$ cat src/rtl/sfx_tone_mixer_pkg.sv
// sfx_tone_mixer_pkg: shared mix-mode constants, channel state type and saturation helper.
package sfx_tone_mixer_pkg;
    localparam int MIX_PRIORITY = 0;
    localparam int MIX_SUM = 1;
    localparam logic [31:0] AMP_DEFAULT = 32'd10000000;

    typedef enum logic {IDLE, PLAY} chan_state_t;

    // Returns {positive overflow, negative overflow} of x against a signed w-bit range.
    function automatic logic [1:0] sat_flags(input logic signed [63:0] x, input int w);
        logic signed [63:0] hi;
        hi = (64'sd1 <<< (w - 1)) - 64'sd1;
        return {x > hi, x < -hi - 64'sd1};
    endfunction
endpackage

$ cat src/rtl/sfx_tone_mixer_if.sv
// sfx_tone_mixer_if: sample and handshake bundle between the tone mixer and Audio_Controller.
interface sfx_tone_mixer_if #(parameter int SAMPLE_W = 32);
    logic signed [SAMPLE_W-1:0] left_in, right_in, left_out, right_out;
    logic audio_in_available, audio_out_allowed, read_audio_in, write_audio_out;

    modport master (
        output left_in, right_in, audio_in_available, audio_out_allowed,
        input  left_out, right_out, read_audio_in, write_audio_out
    );
    modport slave (
        input  left_in, right_in, audio_in_available, audio_out_allowed,
        output left_out, right_out, read_audio_in, write_audio_out
    );
endinterface

$ cat src/rtl/sfx_tone_mixer_channel.sv
// sfx_tone_mixer_channel: one square-tone voice with programmable half-period and duration.
module sfx_tone_mixer_channel
    import sfx_tone_mixer_pkg::*;
#(
    parameter int HALF_W = 19,
    parameter int DUR_W  = 26
) (
    input  logic              CLOCK_50,
    input  logic              resetn,
    input  logic              rise_i,
    input  logic [HALF_W-1:0] half_period_i,
    input  logic [DUR_W-1:0]  duration_i,
    output logic              active_o,
    output logic              pol_o
);
    chan_state_t       state_q;
    logic [HALF_W-1:0] half_q, phase_q, last_phase;
    logic [DUR_W-1:0]  dur_q;
    logic              pol_q;

    // A zero half-period behaves like one: toggle every cycle.
    assign last_phase = (half_q == '0) ? '0 : half_q - 1'b1;

    always_ff @(posedge CLOCK_50) begin
        if (!resetn) begin
            state_q <= IDLE;
            half_q  <= '0;
            phase_q <= '0;
            dur_q   <= '0;
            pol_q   <= 1'b0;
        end else if (rise_i && duration_i != '0) begin
            state_q <= PLAY;
            half_q  <= half_period_i;
            phase_q <= '0;
            dur_q   <= duration_i;
            pol_q   <= 1'b1;
        end else if (state_q == PLAY) begin
            state_q <= (dur_q == DUR_W'(1)) ? IDLE : PLAY;
            dur_q   <= dur_q - 1'b1;
            phase_q <= (phase_q == last_phase) ? '0 : phase_q + 1'b1;
            pol_q   <= pol_q ^ (phase_q == last_phase);
        end
    end

    assign active_o = (state_q == PLAY);
    assign pol_o    = pol_q;
endmodule

$ cat src/rtl/sfx_tone_mixer.sv
// sfx_tone_mixer: multi-channel sound-effect tones mixed onto the codec pass-through,
// handed to Audio_Controller through the available/allowed handshake.
module sfx_tone_mixer
    import sfx_tone_mixer_pkg::*;
#(
    parameter int                  NUM_CH   = 4,
    parameter int                  HALF_W   = 19,
    parameter int                  DUR_W    = 26,
    parameter int                  SAMPLE_W = 32,
    parameter logic [SAMPLE_W-1:0] AMP      = AMP_DEFAULT,
    parameter int                  MIX_MODE = MIX_PRIORITY
) (
    input  logic                     CLOCK_50,
    input  logic                     resetn,
    input  logic [NUM_CH-1:0]        trigger,
    input  logic [NUM_CH*HALF_W-1:0] half_period,
    input  logic [NUM_CH*DUR_W-1:0]  duration,
    input  logic                     mute,
    sfx_tone_mixer_if.slave          aud,
    output logic [NUM_CH-1:0]        active,
    output logic                     busy
);
    localparam int MW = SAMPLE_W + $clog2(NUM_CH) + 1;
    localparam logic signed [MW-1:0]       AMP_M = MW'(AMP);
    localparam logic signed [SAMPLE_W-1:0] AMP_S = AMP;
    localparam logic signed [SAMPLE_W-1:0] S_MAX = {1'b0, {(SAMPLE_W-1){1'b1}}};
    localparam logic signed [SAMPLE_W-1:0] S_MIN = {1'b1, {(SAMPLE_W-1){1'b0}}};

    logic [NUM_CH-1:0]          trig_q, pol;
    logic signed [SAMPLE_W-1:0] tone_q, tone_d, pri;
    logic signed [MW-1:0]       sum;
    logic signed [SAMPLE_W:0]   l_sum, r_sum;

    function automatic logic signed [SAMPLE_W-1:0] clamp(input logic signed [63:0] x);
        logic [1:0] f;
        f = sat_flags(x, SAMPLE_W);
        return f[1] ? S_MAX : (f[0] ? S_MIN : x[SAMPLE_W-1:0]);
    endfunction

    for (genvar c = 0; c < NUM_CH; c++) begin : g_ch
        sfx_tone_mixer_channel #(.HALF_W(HALF_W), .DUR_W(DUR_W)) u_ch (
            .CLOCK_50     (CLOCK_50),
            .resetn       (resetn),
            .rise_i       (trigger[c] & ~trig_q[c]),
            .half_period_i(half_period[c*HALF_W +: HALF_W]),
            .duration_i   (duration[c*DUR_W +: DUR_W]),
            .active_o     (active[c]),
            .pol_o        (pol[c])
        );
    end

    // Descending scan so the lowest active index is the last one to set pri.
    always_comb begin
        sum = '0;
        pri = '0;
        for (int i = NUM_CH - 1; i >= 0; i--) begin
            if (active[i]) begin
                sum = sum + (pol[i] ? AMP_M : -AMP_M);
                pri = pol[i] ? AMP_S : -AMP_S;
            end
        end
        tone_d = mute ? '0 : ((MIX_MODE == MIX_SUM) ? clamp(64'(sum)) : pri);
    end

    // Edge-detect resets to ones so a trigger held through reset does not fire.
    always_ff @(posedge CLOCK_50) begin
        if (!resetn) begin
            trig_q <= '1;
            tone_q <= '0;
        end else begin
            trig_q <= trigger;
            tone_q <= tone_d;
        end
    end

    assign l_sum = (SAMPLE_W+1)'(aud.left_in) + (SAMPLE_W+1)'(tone_q);
    assign r_sum = (SAMPLE_W+1)'(aud.right_in) + (SAMPLE_W+1)'(tone_q);
    assign aud.left_out  = clamp(64'(l_sum));
    assign aud.right_out = clamp(64'(r_sum));
    assign aud.read_audio_in   = aud.audio_in_available & aud.audio_out_allowed;
    assign aud.write_audio_out = aud.audio_in_available & aud.audio_out_allowed;
    assign busy = |active;
endmodule

$ cat src/flat_wrapper.sv
// flat-port wrapper written by rule: the top's interface ports become plain ports
module sfx_tone_mixer_flat import sfx_tone_mixer_pkg::*;
#(
    parameter int                  NUM_CH   = 4,
    parameter int                  HALF_W   = 19,
    parameter int                  DUR_W    = 26,
    parameter int                  SAMPLE_W = 32,
    parameter logic [SAMPLE_W-1:0] AMP      = AMP_DEFAULT,
    parameter int                  MIX_MODE = MIX_PRIORITY
)
  (CLOCK_50, resetn, trigger, half_period, duration, mute, active, busy, aud_left_in, aud_right_in, aud_audio_in_available, aud_audio_out_allowed, aud_left_out, aud_right_out, aud_read_audio_in, aud_write_audio_out);
  sfx_tone_mixer_if #(.SAMPLE_W(SAMPLE_W)) aud_i ();
  input  logic CLOCK_50;
  input  logic resetn;
  input  logic [NUM_CH-1:0] trigger;
  input  logic [NUM_CH*HALF_W-1:0] half_period;
  input  logic [NUM_CH*DUR_W-1:0] duration;
  input  logic mute;
  output logic [NUM_CH-1:0] active;
  output logic busy;
  input wire logic [$bits(aud_i.left_in)-1:0] aud_left_in;
  input wire logic [$bits(aud_i.right_in)-1:0] aud_right_in;
  input wire logic [$bits(aud_i.audio_in_available)-1:0] aud_audio_in_available;
  input wire logic [$bits(aud_i.audio_out_allowed)-1:0] aud_audio_out_allowed;
  output wire logic [$bits(aud_i.left_out)-1:0] aud_left_out;
  output wire logic [$bits(aud_i.right_out)-1:0] aud_right_out;
  output wire logic [$bits(aud_i.read_audio_in)-1:0] aud_read_audio_in;
  output wire logic [$bits(aud_i.write_audio_out)-1:0] aud_write_audio_out;
  assign aud_i.left_in = aud_left_in;
  assign aud_i.right_in = aud_right_in;
  assign aud_i.audio_in_available = aud_audio_in_available;
  assign aud_i.audio_out_allowed = aud_audio_out_allowed;
  assign aud_left_out = aud_i.left_out;
  assign aud_right_out = aud_i.right_out;
  assign aud_read_audio_in = aud_i.read_audio_in;
  assign aud_write_audio_out = aud_i.write_audio_out;
  sfx_tone_mixer #(.NUM_CH(NUM_CH), .HALF_W(HALF_W), .DUR_W(DUR_W), .SAMPLE_W(SAMPLE_W), .AMP(AMP), .MIX_MODE(MIX_MODE)) u_core (.CLOCK_50(CLOCK_50), .resetn(resetn), .trigger(trigger), .half_period(half_period), .duration(duration), .mute(mute), .aud(aud_i), .active(active), .busy(busy));
endmodule
$ cat config.mk
export PLATFORM = sky130hd
export DESIGN_NAME = sfx_tone_mixer_flat
export DESIGN_NICKNAME = d
export VERILOG_FILES = /design/src/rtl/sfx_tone_mixer_pkg.sv /design/src/rtl/sfx_tone_mixer_if.sv /design/src/rtl/sfx_tone_mixer_channel.sv /design/src/rtl/sfx_tone_mixer.sv /design/src/flat_wrapper.sv
export SDC_FILE = /design/constraint.sdc
export NUM_CORES = 1
export LEC_CHECK = 0
export CAP_MARGIN = 20
export CORE_UTILIZATION = 65
export CTS_BUF_LIST = sky130_fd_sc_hd__clkbuf_4
export DETAILED_ROUTE_END_ITERATION = 8
export DONT_BUFFER_PORTS = 1
export GPL_TIMING_DRIVEN = 0
export PLACE_DENSITY = 0.87
export SLEW_MARGIN = 10
export SYNTH_ARGS = -nofsm -noshare
export SYNTH_HDL_FRONTEND = slang
export SYNTH_SLANG_ARGS = --single-unit
$ cat constraint.sdc
create_clock -name CLOCK_50 -period 5.21 [get_ports CLOCK_50]
set_clock_uncertainty 0.2 [all_clocks]
set_input_delay 0.521 -clock CLOCK_50 [delete_from_list [all_inputs] [get_ports CLOCK_50]]
set_output_delay 0.521 -clock CLOCK_50 [all_outputs]
set_load 0.03 [all_outputs]
==> results.toml <==
[power]
power_density_nw_per_um2 = 273
leakage_nw = 9.46
finalPower_w = 0.00613
ir_worst_vdd_mv = 0.256

[hold_path]
hp-class = "input pin to flop"

[synthesis]
ys_top_cells_by_count = "dfxtp_1 (271), nor2_1 (246), nand2_1 (219)"
syn_area_sq_um = 18900
yosysSeqAreaShare_pct = 28.7
synth_top_area_share_pct = 28.7
netlist_top_cells_area = "dfxtp_1 (29%), xnor2_1 (6.3%), xor2_1 (5.6%), nor2_1 (4.9%), ha_1 (4.4%)"
ys_warn_count = 0
synth_area_per_cell_sq_um = 7.95
post-synth-top-count-cell = "dfxtp_1"
ys.flop_type = "dfxtp_1"
syn-num-nets = 2700
ys_types = 92
ys_ff_latch = 271
synthArstFlopShare_pct = 0
yosysTopAreaCell = "dfxtp_1"
synthCells = 2379
synth_edf_count = 0

[final_layout]
drive_above_1_share_pct = 8.15
fin_cells = 3095
area_growth_pct = 19.0
final_util_pct = 78.4
seqCellArea_sq_um = 5430
fillCellCount = 1850
multi_input_area_sq_um = 12800
finalNetCount = 2971

[die]
die_h_um = 173
rows = 62
dieArea_sq_um = 29800
coreArea_sq_um = 28700
io_pins = 324
start_util_pct = 65.9
die_w_um = 173

[global_route]
grt_pass1_vias = 20200
grt_max_degree = 20
grt_use_total_pct = 43.5
overflow = 0
grt_pass1_wl_mm = 105
antenna_found_initial = 12

[clock_tree]
cts-buffers-inserted = 75
root_buffer = "clkbuf_4"
cts_tree = "done"
max-clock-path-buffers = 3
cts.sinks = 271
insertion_delay_ns = 0.75
htreeDepth = 3
path_clk_slew_ns = 0.06

[timing]
fin_crit_ns = 5.06
hold_slack_ns = 0.258
setup_viol = 0
relSlewSlack_pct = 27.3
tightestPinTransition_ns = 1.08
rsz0062_at_grt = "true"
finalCritPeriodShare_pct = 97.2
hold_viol = 0
fmaxAchievable_mhz = 198
slew_violations = 0

[setup_path]
required_ns = 4.49
reg2reg_slack_ns = 0.74
critPathMaxFanout = 13
crit_top_cell = "o21ai_1"
cp-end-kind = "primary output"
arrival_ns = 4.34
worstPathCellList = "buf_4 -> ha_1 -> a21o_1 -> nand4_1 -> a2111oi_1 -> nor3_1 -> o21ai_1 -> a41oi_1 -> o21ai_1 -> a32oi_1 -> o31ai_1"
slowest_delay_ns = 0.91
critPathKind = "flop to primary output"
slowest_stage = "o31ai_1"
cp-start-kind = "flop"

[status]
violations = "DRC"
status = "finished with violations"

[placement]
place_inst = 2764
hpwlAfterDp_mm = 41.3
gp_congestion = 0.966
io_buffer_count = 0

[route]
wl_per_cell_um = 21.7
detail_route.first_pass.iterations = 9
wirelength_mm = 67.3
drt_iter0_drc = 2350
vias = 20700
ant_nets = 0
drc_errors = 9
drt-vias-per-instance = 6.70

[job]
maxCapViolCount = 0
## kinds of logic after synthesis
group	Yosys count	share of synthesized area, %
multiplexers	75	3.98
buffers and inverters	212	4.64
AND/OR/NAND/NOR	984	26.6
XOR/XNOR	261	12.4
adder cells (fa/ha/maj)	76	5.00
AO/OA/AOI/OAI	500	18.7
flip-flops	271	28.7
## worst max-delay path, delay by kind of cell, from the launching register on
kind | cells | cell delay, ns
DFF | 1 | 0.41
buffers and inverters | 1 | 0.17
adders and majority gates | 1 | 0.26
AOI/OAI and AO/OA | 7 | 2.52
and+or+nand+nor | 2 | 0.30
## path summary, 6_finish.rpt
| kind | to | cells after the start | start |
|---|---|---|---|
| max | aud_right_out[13] | 11 | u_core.tone_q[30]$_SDFF_PP0_ |
| max reg2reg | u_core.g_ch[3].u_ch.phase_q[8]$_SDFFE_PP0P_ | 15 | u_core.g_ch[3].u_ch.half_q[0]$_SDFFE_PN0P_ |
| min reg2reg | u_core.g_ch[0].u_ch.half_q[1]$_SDFFE_PN0P_ | 2 | u_core.g_ch[0].u_ch.half_q[1]$_SDFFE_PN0P_ |
| min | u_core.g_ch[1].u_ch.phase_q[1]$_SDFFE_PP0P_ | 3 | resetn |
## power by group
group	switching, W	total [W]	internal (W)
combinational	0.00120	0.00187	0.000678
clock	0.00103	0.00198	0.000953
sequential	0.000115	0.00228	0.00216
total	0.00234	0.00613	0.00379
## placed cells by master, fill, tap and decap left out, drive strengths merged, types with 74 or more instances in the layout
cell type    instances
nor4                82
nor2b               78
nor2               247
a21oi               94
inv                 80
o21ai               97
nand2              219
dlygate4sd3        185
dfxtp              271
xor2               122
xnor2              135
clkbuf             203
mux2i               74
## repair_timing
item                       in CTS  in global routing
resized for setup              53                 59
setup endpoints to repair      62                 57
hold endpoints to repair      187                  0
pin swaps                       1                  0
hold buffers                  185                  0
buffers inserted                3                  4
## registers in the layout, indices dropped and copies added, names as in the netlist
register and flops:
u_core.tone_q 3, u_core.g_ch.u_ch.active_o 4, u_core.trig_q 4, u_core.g_ch.u_ch.phase_q 76, u_core.g_ch.u_ch.dur_q 104, u_core.g_ch.u_ch.pol_o 4
u_core.g_ch.u_ch.half_q 76
## through the flow
| stage | cell area (sq um) | setup TNS [ns] | worst slack, ns |
|---|---|---|---|
| 6_report | 22500 | 0 | 0.148 |
| 5_1_grt | 22500 | -0.891 | -0.0974 |
| 4_1_cts | 22300 | -0.160 | -0.0381 |
| 3_5_place_dp | 19400 | -6.31 | -0.622 |
| 3_3_place_gp | 19400 | -20.97 | -1.02 |
| 2_1_floorplan | 18900 | 0 | 0.273 |
## cell type report
| cell class | instances | share of cell area [%] |
|---|---|---|
| clock inverter | 26 | 0.634 |
| timing repair buffer | 194 | 8.59 |
| tap | 384 | 2.13 |
| antenna | 11 | 0.122 |
| buffer | 134 | 2.66 |
| multi-input combinational | 1896 | 57.0 |
| inverter | 78 | 1.30 |
| sequential | 271 | 24.1 |
| clock buffer | 101 | 3.37 |
## routing by layer
layer / wire (um) / GRT usage [%] / vias to the layer above / part of all wire [%]
met5: 11 / 0 / - / 0.016
met1: 24000 / 49.6 / 9460 / 36
li1: - / - / 9176 / -
met4: 5470 / 33.8 / 2 / 8.1
met2: 29600 / 67.3 / 1618 / 44
met3: 8190 / 14.3 / 469 / 12
No activity file was read; power rests on OpenSTA's default activity.
